## src/rtl/reg_pipe_stage_if.sv

```systemverilog
// reg_pipe_stage_if -- upstream/downstream handshake bundle for reg_pipe_stage.
// Handshake: a transfer happens on a rising edge where valid and ready are
// both 1. A producer holds valid and data stable until the transfer; ready
// may depend on the consumer's state but a transfer is never retracted.
interface reg_pipe_stage_if #(
    parameter int DATA_W = 229
);
    logic              in_valid_i;
    logic [DATA_W-1:0] in_data_i;
    logic              in_ready_o;
    logic              out_valid_o;
    logic [DATA_W-1:0] out_data_o;
    logic              out_ready_i;

    // Environment side: offers upstream data and consumes downstream data.
    modport master (
        output in_valid_i,
        output in_data_i,
        output out_ready_i,
        input  in_ready_o,
        input  out_valid_o,
        input  out_data_o
    );

    // Pipeline stage side.
    modport slave (
        input  in_valid_i,
        input  in_data_i,
        input  out_ready_i,
        output in_ready_o,
        output out_valid_o,
        output out_data_o
    );
endinterface

```

## src/rtl/reg_pipe_stage.sv

```systemverilog
// reg_pipe_stage -- one-cycle registered pipeline stage with flush and a
// saturating count of entries discarded by flush.
// Build option: define PIPE_SKID_EN to add a skid register (2 entries,
// registered in_ready_o); leave it undefined for a single register with a
// combinational in_ready_o. Ports and parameters are the same in both builds.
module reg_pipe_stage #(
    parameter int DATA_W         = 229,
    parameter int CLEAR_ON_FLUSH = 1,
    parameter int CNT_W          = 8
) (
    input  logic             clk_i,
    input  logic             rst_n,
    input  logic             flush_i,
    reg_pipe_stage_if.slave  bus,
    output logic [1:0]       occupancy_o,
    output logic [CNT_W-1:0] drop_cnt_o
);

    logic              r_main_valid;
    logic [DATA_W-1:0] r_main_data;
    logic [1:0]        r_occ;
    logic [CNT_W-1:0]  r_drop_cnt;

    logic              w_in_ready;
    logic              w_in_fire;
    logic              w_out_fire;
    logic              w_main_valid_nxt;
    logic [DATA_W-1:0] w_main_data_nxt;
    logic              w_skid_valid_nxt;
    logic [1:0]        w_occ_nxt;
    logic [CNT_W+1:0]  w_drop_sum;
    logic [CNT_W-1:0]  w_drop_nxt;

    // Flush wins over everything, so an offered input is not taken on a flush edge.
    assign w_in_fire  = bus.in_valid_i & w_in_ready & ~flush_i;
    assign w_out_fire = r_main_valid & bus.out_ready_i;

`ifdef PIPE_SKID_EN
    logic              r_skid_valid;
    logic [DATA_W-1:0] r_skid_data;
    logic              r_in_ready;
    logic [DATA_W-1:0] w_skid_data_nxt;

    // Ready only depends on skid occupancy, so it can come from a flop.
    assign w_in_ready = r_in_ready;

    // Next-state for main and skid: drain skid into main on every output transfer.
    always_comb begin
        w_main_valid_nxt = r_main_valid;
        w_main_data_nxt  = r_main_data;
        w_skid_valid_nxt = r_skid_valid;
        w_skid_data_nxt  = r_skid_data;
        if (flush_i) begin
            w_main_valid_nxt = 1'b0;
            w_skid_valid_nxt = 1'b0;
            if (CLEAR_ON_FLUSH != 0) begin
                w_main_data_nxt = '0;
                w_skid_data_nxt = '0;
            end
        end else if (w_out_fire) begin
            if (r_skid_valid) begin
                // in_ready is low while skid is full, so no input competes here.
                w_main_data_nxt  = r_skid_data;
                w_skid_valid_nxt = 1'b0;
            end else if (w_in_fire) begin
                w_main_data_nxt = bus.in_data_i;
            end else begin
                w_main_valid_nxt = 1'b0;
            end
        end else if (w_in_fire) begin
            if (r_main_valid) begin
                w_skid_data_nxt  = bus.in_data_i;
                w_skid_valid_nxt = 1'b1;
            end else begin
                w_main_data_nxt  = bus.in_data_i;
                w_main_valid_nxt = 1'b1;
            end
        end
    end

    // Skid storage and the registered ready flag.
    always_ff @(posedge clk_i or negedge rst_n) begin
        if (!rst_n) begin
            r_skid_valid <= 1'b0;
            r_skid_data  <= '0;
            r_in_ready   <= 1'b1;
        end else begin
            r_skid_valid <= w_skid_valid_nxt;
            r_skid_data  <= w_skid_data_nxt;
            r_in_ready   <= ~w_skid_valid_nxt;
        end
    end
`else
    // Accept when empty or when the held entry leaves on this same edge.
    assign w_in_ready       = ~r_main_valid | bus.out_ready_i;
    assign w_skid_valid_nxt = 1'b0;

    // Next-state for the single register: load on input, empty on output.
    always_comb begin
        w_main_valid_nxt = r_main_valid;
        w_main_data_nxt  = r_main_data;
        if (flush_i) begin
            w_main_valid_nxt = 1'b0;
            if (CLEAR_ON_FLUSH != 0) begin
                w_main_data_nxt = '0;
            end
        end else if (w_in_fire) begin
            w_main_data_nxt  = bus.in_data_i;
            w_main_valid_nxt = 1'b1;
        end else if (w_out_fire) begin
            w_main_valid_nxt = 1'b0;
        end
    end
`endif

    // Occupancy follows the valid bits it will hold after this edge.
    assign w_occ_nxt = {1'b0, w_main_valid_nxt} + {1'b0, w_skid_valid_nxt};

    // Flush adds the current occupancy to the drop counter, clamped at all-ones.
    assign w_drop_sum = {2'b00, r_drop_cnt} + {{CNT_W{1'b0}}, r_occ};
    always_comb begin
        w_drop_nxt = r_drop_cnt;
        if (flush_i) begin
            if (w_drop_sum > {2'b00, {CNT_W{1'b1}}}) begin
                w_drop_nxt = {CNT_W{1'b1}};
            end else begin
                w_drop_nxt = w_drop_sum[CNT_W-1:0];
            end
        end
    end

    // Main register, occupancy and drop counter.
    always_ff @(posedge clk_i or negedge rst_n) begin
        if (!rst_n) begin
            r_main_valid <= 1'b0;
            r_main_data  <= '0;
            r_occ        <= 2'd0;
            r_drop_cnt   <= '0;
        end else begin
            r_main_valid <= w_main_valid_nxt;
            r_main_data  <= w_main_data_nxt;
            r_occ        <= w_occ_nxt;
            r_drop_cnt   <= w_drop_nxt;
        end
    end

    assign bus.in_ready_o  = w_in_ready;
    assign bus.out_valid_o = r_main_valid;
    assign bus.out_data_o  = r_main_data;
    assign occupancy_o     = r_occ;
    assign drop_cnt_o      = r_drop_cnt;

endmodule

```

## src/flat_wrapper.sv

```systemverilog
// flat-port wrapper written by rule: the top's interface ports become plain ports
module reg_pipe_stage_flat 
#(
    parameter int DATA_W         = 229,
    parameter int CLEAR_ON_FLUSH = 1,
    parameter int CNT_W          = 8
)
  (clk_i, rst_n, flush_i, occupancy_o, drop_cnt_o, bus_in_valid_i, bus_in_data_i, bus_out_ready_i, bus_in_ready_o, bus_out_valid_o, bus_out_data_o);
  reg_pipe_stage_if #(.DATA_W(DATA_W)) bus_i ();
  input  logic clk_i;
  input  logic rst_n;
  input  logic flush_i;
  output logic [1:0] occupancy_o;
  output logic [CNT_W-1:0] drop_cnt_o;
  input wire logic [$bits(bus_i.in_valid_i)-1:0] bus_in_valid_i;
  input wire logic [$bits(bus_i.in_data_i)-1:0] bus_in_data_i;
  input wire logic [$bits(bus_i.out_ready_i)-1:0] bus_out_ready_i;
  output wire logic [$bits(bus_i.in_ready_o)-1:0] bus_in_ready_o;
  output wire logic [$bits(bus_i.out_valid_o)-1:0] bus_out_valid_o;
  output wire logic [$bits(bus_i.out_data_o)-1:0] bus_out_data_o;
  assign bus_i.in_valid_i = bus_in_valid_i;
  assign bus_i.in_data_i = bus_in_data_i;
  assign bus_i.out_ready_i = bus_out_ready_i;
  assign bus_in_ready_o = bus_i.in_ready_o;
  assign bus_out_valid_o = bus_i.out_valid_o;
  assign bus_out_data_o = bus_i.out_data_o;
  reg_pipe_stage #(.DATA_W(DATA_W), .CLEAR_ON_FLUSH(CLEAR_ON_FLUSH), .CNT_W(CNT_W)) u_core (.clk_i(clk_i), .rst_n(rst_n), .flush_i(flush_i), .bus(bus_i), .occupancy_o(occupancy_o), .drop_cnt_o(drop_cnt_o));
endmodule
```

## config.mk

```make
export PLATFORM = sky130hd
export DESIGN_NAME = reg_pipe_stage_flat
export DESIGN_NICKNAME = d
export VERILOG_FILES = /design/src/rtl/reg_pipe_stage_if.sv /design/src/rtl/reg_pipe_stage.sv /design/src/flat_wrapper.sv
export SDC_FILE = /design/constraint.sdc
export NUM_CORES = 1
export LEC_CHECK = 0
export ABC_AREA = 1
export CAP_MARGIN = 20
export CORE_AREA = 2 2 187 189
export DETAILED_ROUTE_END_ITERATION = 10
export DIE_AREA = 0 0 189 191
export GPL_ROUTABILITY_DRIVEN = 0
export PLACE_DENSITY_LB_ADDON = 0.15
export SLEW_MARGIN = 40
export SYNTH_ARGS = -nofsm -noshare
export SYNTH_HDL_FRONTEND = slang
export SYNTH_SLANG_ARGS = --single-unit
```

## constraint.sdc

```tcl
create_clock -name clk_i -period 1.5 [get_ports clk_i]
set_input_delay 0.375 -clock clk_i [delete_from_list [all_inputs] [get_ports clk_i]]
set_output_delay 0.375 -clock clk_i [all_outputs]
set_load 0.02 [all_outputs]
```

# Yosys cells after proc, flatten, opt, wreduce, memory -nomap -nowiden

Cells that the tools add are included.
Widths: inputs -> output; s select.

Divide/modulo/power cells: 0
Bitwise logic cells: 6
Shifts and indexed selects: 0
Magnitude comparators: 1
Mux-type cells: 6
$mul: 0
Eq/ne operators: 0
Add/sub/neg operators: 1
Reduce and logical (&&, ||, !) cells: 2

Operators by type and width:

| cell                | number |
|---|---|
| $mux 229            | 2 |
| $gt 10x8->1 const B | 1 |
| $add 8x1->9         | 1 |
| $mux 8              | 1 |
| $and 1x1->1         | 3 |
| $mux 1              | 3 |
| $reduce_bool 3->1   | 1 |
| $not 1->1           | 2 |
| $reduce_bool 2->1   | 1 |
| $or 1x1->1          | 1 |

ROM bits: 0
Register bits: 238
Output and inout port bits: 241
Memories kept: 0
Word-level logic and storage cells: 19
Memory bits (writable): 0
Latch bits: 0
Input bits: 234

# Logic depth before layout (Yosys ltp)

Word-level depth: 6
Gate-level depth with buffers: 7
Gate-level depth less buffers: 6

# Least setup slack after synthesis

OpenSTA, ideal clock, no wires.

Path kind: register -> register
Start: register u_core.occupancy_o[0] (netlist name)
End: register u_core.r_main_data[189] (netlist: u_core.bus.out_data_o[189])
Stages on the path, launching flop included: 7
Library setup time: 0.076 ns
Arrival: 1.328 ns
Slack: 0.096 ns
Cells stage by stage: dfrtp_1 > nand2_2 > nand2_1 > buf_2 > buf_2 > nand3_1 > o21ai_1

RTL lines:

| item                 | RTL line              | source |
|---|---|---|
| to (signal assigned) | reg_pipe_stage.sv:141 | `r_main_data <= w_main_data_nxt;` |
| to (decl)            | reg_pipe_stage.sv:20  | `logic [DATA_W-1:0] r_main_data;` |

==> results by group <==
Run status
  • Status: finished, violations left
  • Failing checks: setup timing

STA
  • Setup Skew: 0.008553 ns
  • Final Cycle Share: 107.9%
  • Crit path time final: 1.619 ns
  • F_max: 617.6 MHz
  • Fin. max-slew vios: 0
  • RSZ-0062 raised after global routing: yes
  • Setup violators final: 3
  • Final hold violation count: 0
  • Setup WS post-layout: -0.1192 ns

Floorplanning
  • Die height: 191 um
  • Core ar.: 34,120 um2
  • I/O pin cnt: 475
  • Die width: 189 um
  • Rows: 68
  • Die area: 36,100 um2
  • Starting density of the core: 28.81%

Clock network
  • Clock Sinks: 238
  • Worst-path clk slew: 0.06 ns
  • Clk root buf: clkbuf_16
  • Clock tree from TritonCTS: done
  • Clock Path Buffers: 3
  • Worst skew pair latency: 0.54 ns
  • TritonCTS buffer count: 28
  • H-tree Lvls: 1

Routing
  • DR vias: 9,275
  • Routed Antenna Nets: 0
  • Top Layer Used: met4
  • Met2 WL: 17,200 um
  • First-pass DRT Iterations: 5
  • WL met3: 3425 um
  • DRT Wirelength: 35,930 um
  • Number of remaining DRC errors: 0
  • DR iter-0 viols: 435
  • Routed vias/inst: 4.476
  • WL met1: 14,530 um
  • WL/cell: 17.34 um

Synth
  • Post-Syn Nets: 1,289
  • Post-synth ARST share: 100.0%
  • Mapped Avg Cell Area: 9.335 um2
  • Synth warn: 0
  • Mapped Area: 9829 um2
  • Synth area leaders: dfrtp_1 (61%), nand3_1 (12%), o21ai_0 (11%), inv_1 (9.0%), buf_2 (2.4%)
  • Commonest cells post-synth: dfrtp_1 (238), inv_1 (236), nand3_1 (235), o21ai_0 (212), buf_2 (47)
  • Register bit total from synthesis: 238
  • Most frequent cell after synthesis: dfrtp_1
  • Cell taking the most area after synthesis: dfrtp_1
  • Number of synthesized flops with an enable pin: 0
  • Register area share after synthesis: 60.59%
  • Count of unique library cells instantiated by Yosys: 21
  • Post-synth top flop: dfrtp_1
  • Post-synthesis cell count: 1,053
  • Post-synth top area share: 60.59%

Worst setup path
  • Critical path launch point: u_core.occupancy_o[0]
  • Crit end category: output pin
  • Max incr delay on CP: 0.45 ns
  • Crit path arrival time: 1.24 ns
  • Critical path, cell by cell: buf_6, buf_6
  • Top delay family on crit path: flip-flops
  • Req. time, crit path: 1.12 ns
  • Worst path slowest cell: dfrtp_2
  • CP Class: reg2out
  • Cell mode on critical path: buf_6
  • Worst Path Max Fanout: 3
  • Critical path buffer and inverter count: 2
  • Worst reg2reg startpoint: u_core.occupancy_o[0]
  • Crit start category: register

Flow run
  • Max Cap Viol: 0

Power and ir drop
  • Worst ir drop on vdd: 0.7424 mV
  • Power per cell area: 1061 nW/um2
  • Pwr Total: 17.27 mW
  • Leakage: 8.409 nW

Placed design
  • Final HPWL DP: 25,610 um
  • PortBufs: 473
  • Placed insts: 1,970

Cells and area
  • Multi-input gate area: 2572 um2
  • Area Overhead vs Synth: 65.62%
  • Reg area: 5957 um2
  • Final net count: 1,828
  • Non-filler cells, final: 2,072
  • Ratio of cells with drive above 1 in the final layout: 25.22%
  • Final Util: 47.72%
  • FILL cells: 3,339

Global routing
  • Tot GR Track Use: 19.13%
  • Total gr overflow: 0
  • Largest net degree at the start of global routing: 73
  • Initial antenna violation count: 4
  • Global-route wire length before repair: 54,500 um
  • Vias in the first global route: 9,207

Hold path
  • Hold WC Path Type: in2async
[power by group]
group	internal, mW	total [mW]	leakage (nW)	switching (mW)
Combinational	1.67	3.43	4.79	1.77
Sequential	6.85	7.11	3.18	0.263
Clock	4.01	6.72	0.446	2.71
Total	12.5	17.3	8.41	4.74
[path summary, 6_finish.rpt]
path	end	slack, ns	cells after the start
max in group asynchronous	u_core.bus.out_data_o[12]	0.58	3
hold / removal	u_core.bus.out_data_o[143]	0.31	2
setup / recovery	bus_out_valid_o	-0.12	2
min in group clk_i	u_core.bus.out_data_o[1]	0.37	3
hold reg to reg	u_core.bus.out_data_o[60]	0.50	2
setup reg to reg	u_core.drop_cnt_o[2]	0.05	7
[flip-flops by register name, indices dropped and copies added, names as in the netlist]
signal and flops:
u_core.bus.out_data_o 229, u_core.drop_cnt_o 8, u_core.occupancy_o 1
[cells in the final DEF (no fill, tap or decap), types with 4 or more instances in the layout]
cell type	n
clkinv_2	4
buf_2	111
o21ai_0	206
buf_12	25
nand2_1	16
buf_4	125
buf_6	91
clkbuf_8	6
clkbuf_16	29
clkdlybuf4s50_1	232
dfrtp_1	237
inv_1	236
clkbuf_1	10
nor2_1	4
o21ai_1	26
nand3_1	234
[metal layers]
layer | vias up | GRT usage [%]
met4 | 0 | 4.808
met5 | - | 0
met2 | 378 | 32.57
met3 | 50 | 6.187
met1 | 4395 | 23.41
li1 | 4452 | -
[final cells by class]
type / count / area share, %
Tap cell: 455 / 3.497
Clock buffer: 45 / 5.196
Inverter: 237 / 5.495
Multi-Input combinational cell: 501 / 15.80
Sequential cell: 238 / 36.59
Timing Repair Buffer: 586 / 32.96
Clock inverter: 7 / 0.4073
Antenna cell: 3 / 0.04611
[worst register-to-register path, cell delays in order, from the launching register on]
cell and delay, ns:
dfrtp_2 0.45, buf_4 0.15, buf_4 0.14, ha_2 0.19, nand3_2 0.10, buf_6 0.11, xor2_1 0.13, nand2_1 0.08
[logic make-up (layout without fill, tap and decap cells)]
| family | Yosys count | in the layout | share of synthesized area (%) |
|---|---|---|---|
| xor+xnor | 1 | 1 | 0.08912 |
| fa+ha+maj | 2 | 2 | 0.2545 |
| buf+inv | 314 | 875 | 13.75 |
| simple gates | 262 | 262 | 13.29 |
| flops | 238 | 238 | 60.59 |
| other cells | 1 | 4 | 0.03815 |
| compound gates | 235 | 235 | 11.99 |
[metrics by stage]
stage,setup WS [ns],TNS [ns],hold WS [ns],instance area (um2)
5_1_grt,-0.1512,-0.6124,0.3173,16280
2_1_floorplan,0.09596,0,0.07941,9829
3_5_place_dp,-0.4894,-77.90,0.2752,15490
4_1_cts,-0.1438,-0.4548,0.3000,15470
6_report,-0.1192,-0.3448,0.3071,16280
3_3_place_gp,-0.4890,-73.87,0.2763,15490
[timing repair]
action | in CTS | in global routing
hold endpoints to repair | 23 | 0
pin swaps | 0 | 3
hold buffers | 1 | 0
cloned | 0 | 0
endpoints found under the setup margin | 242 | 148
setup buffers | 11 | 35
resized for setup | 1041 | 213
No activity file was read; power rests on OpenSTA's default activity.
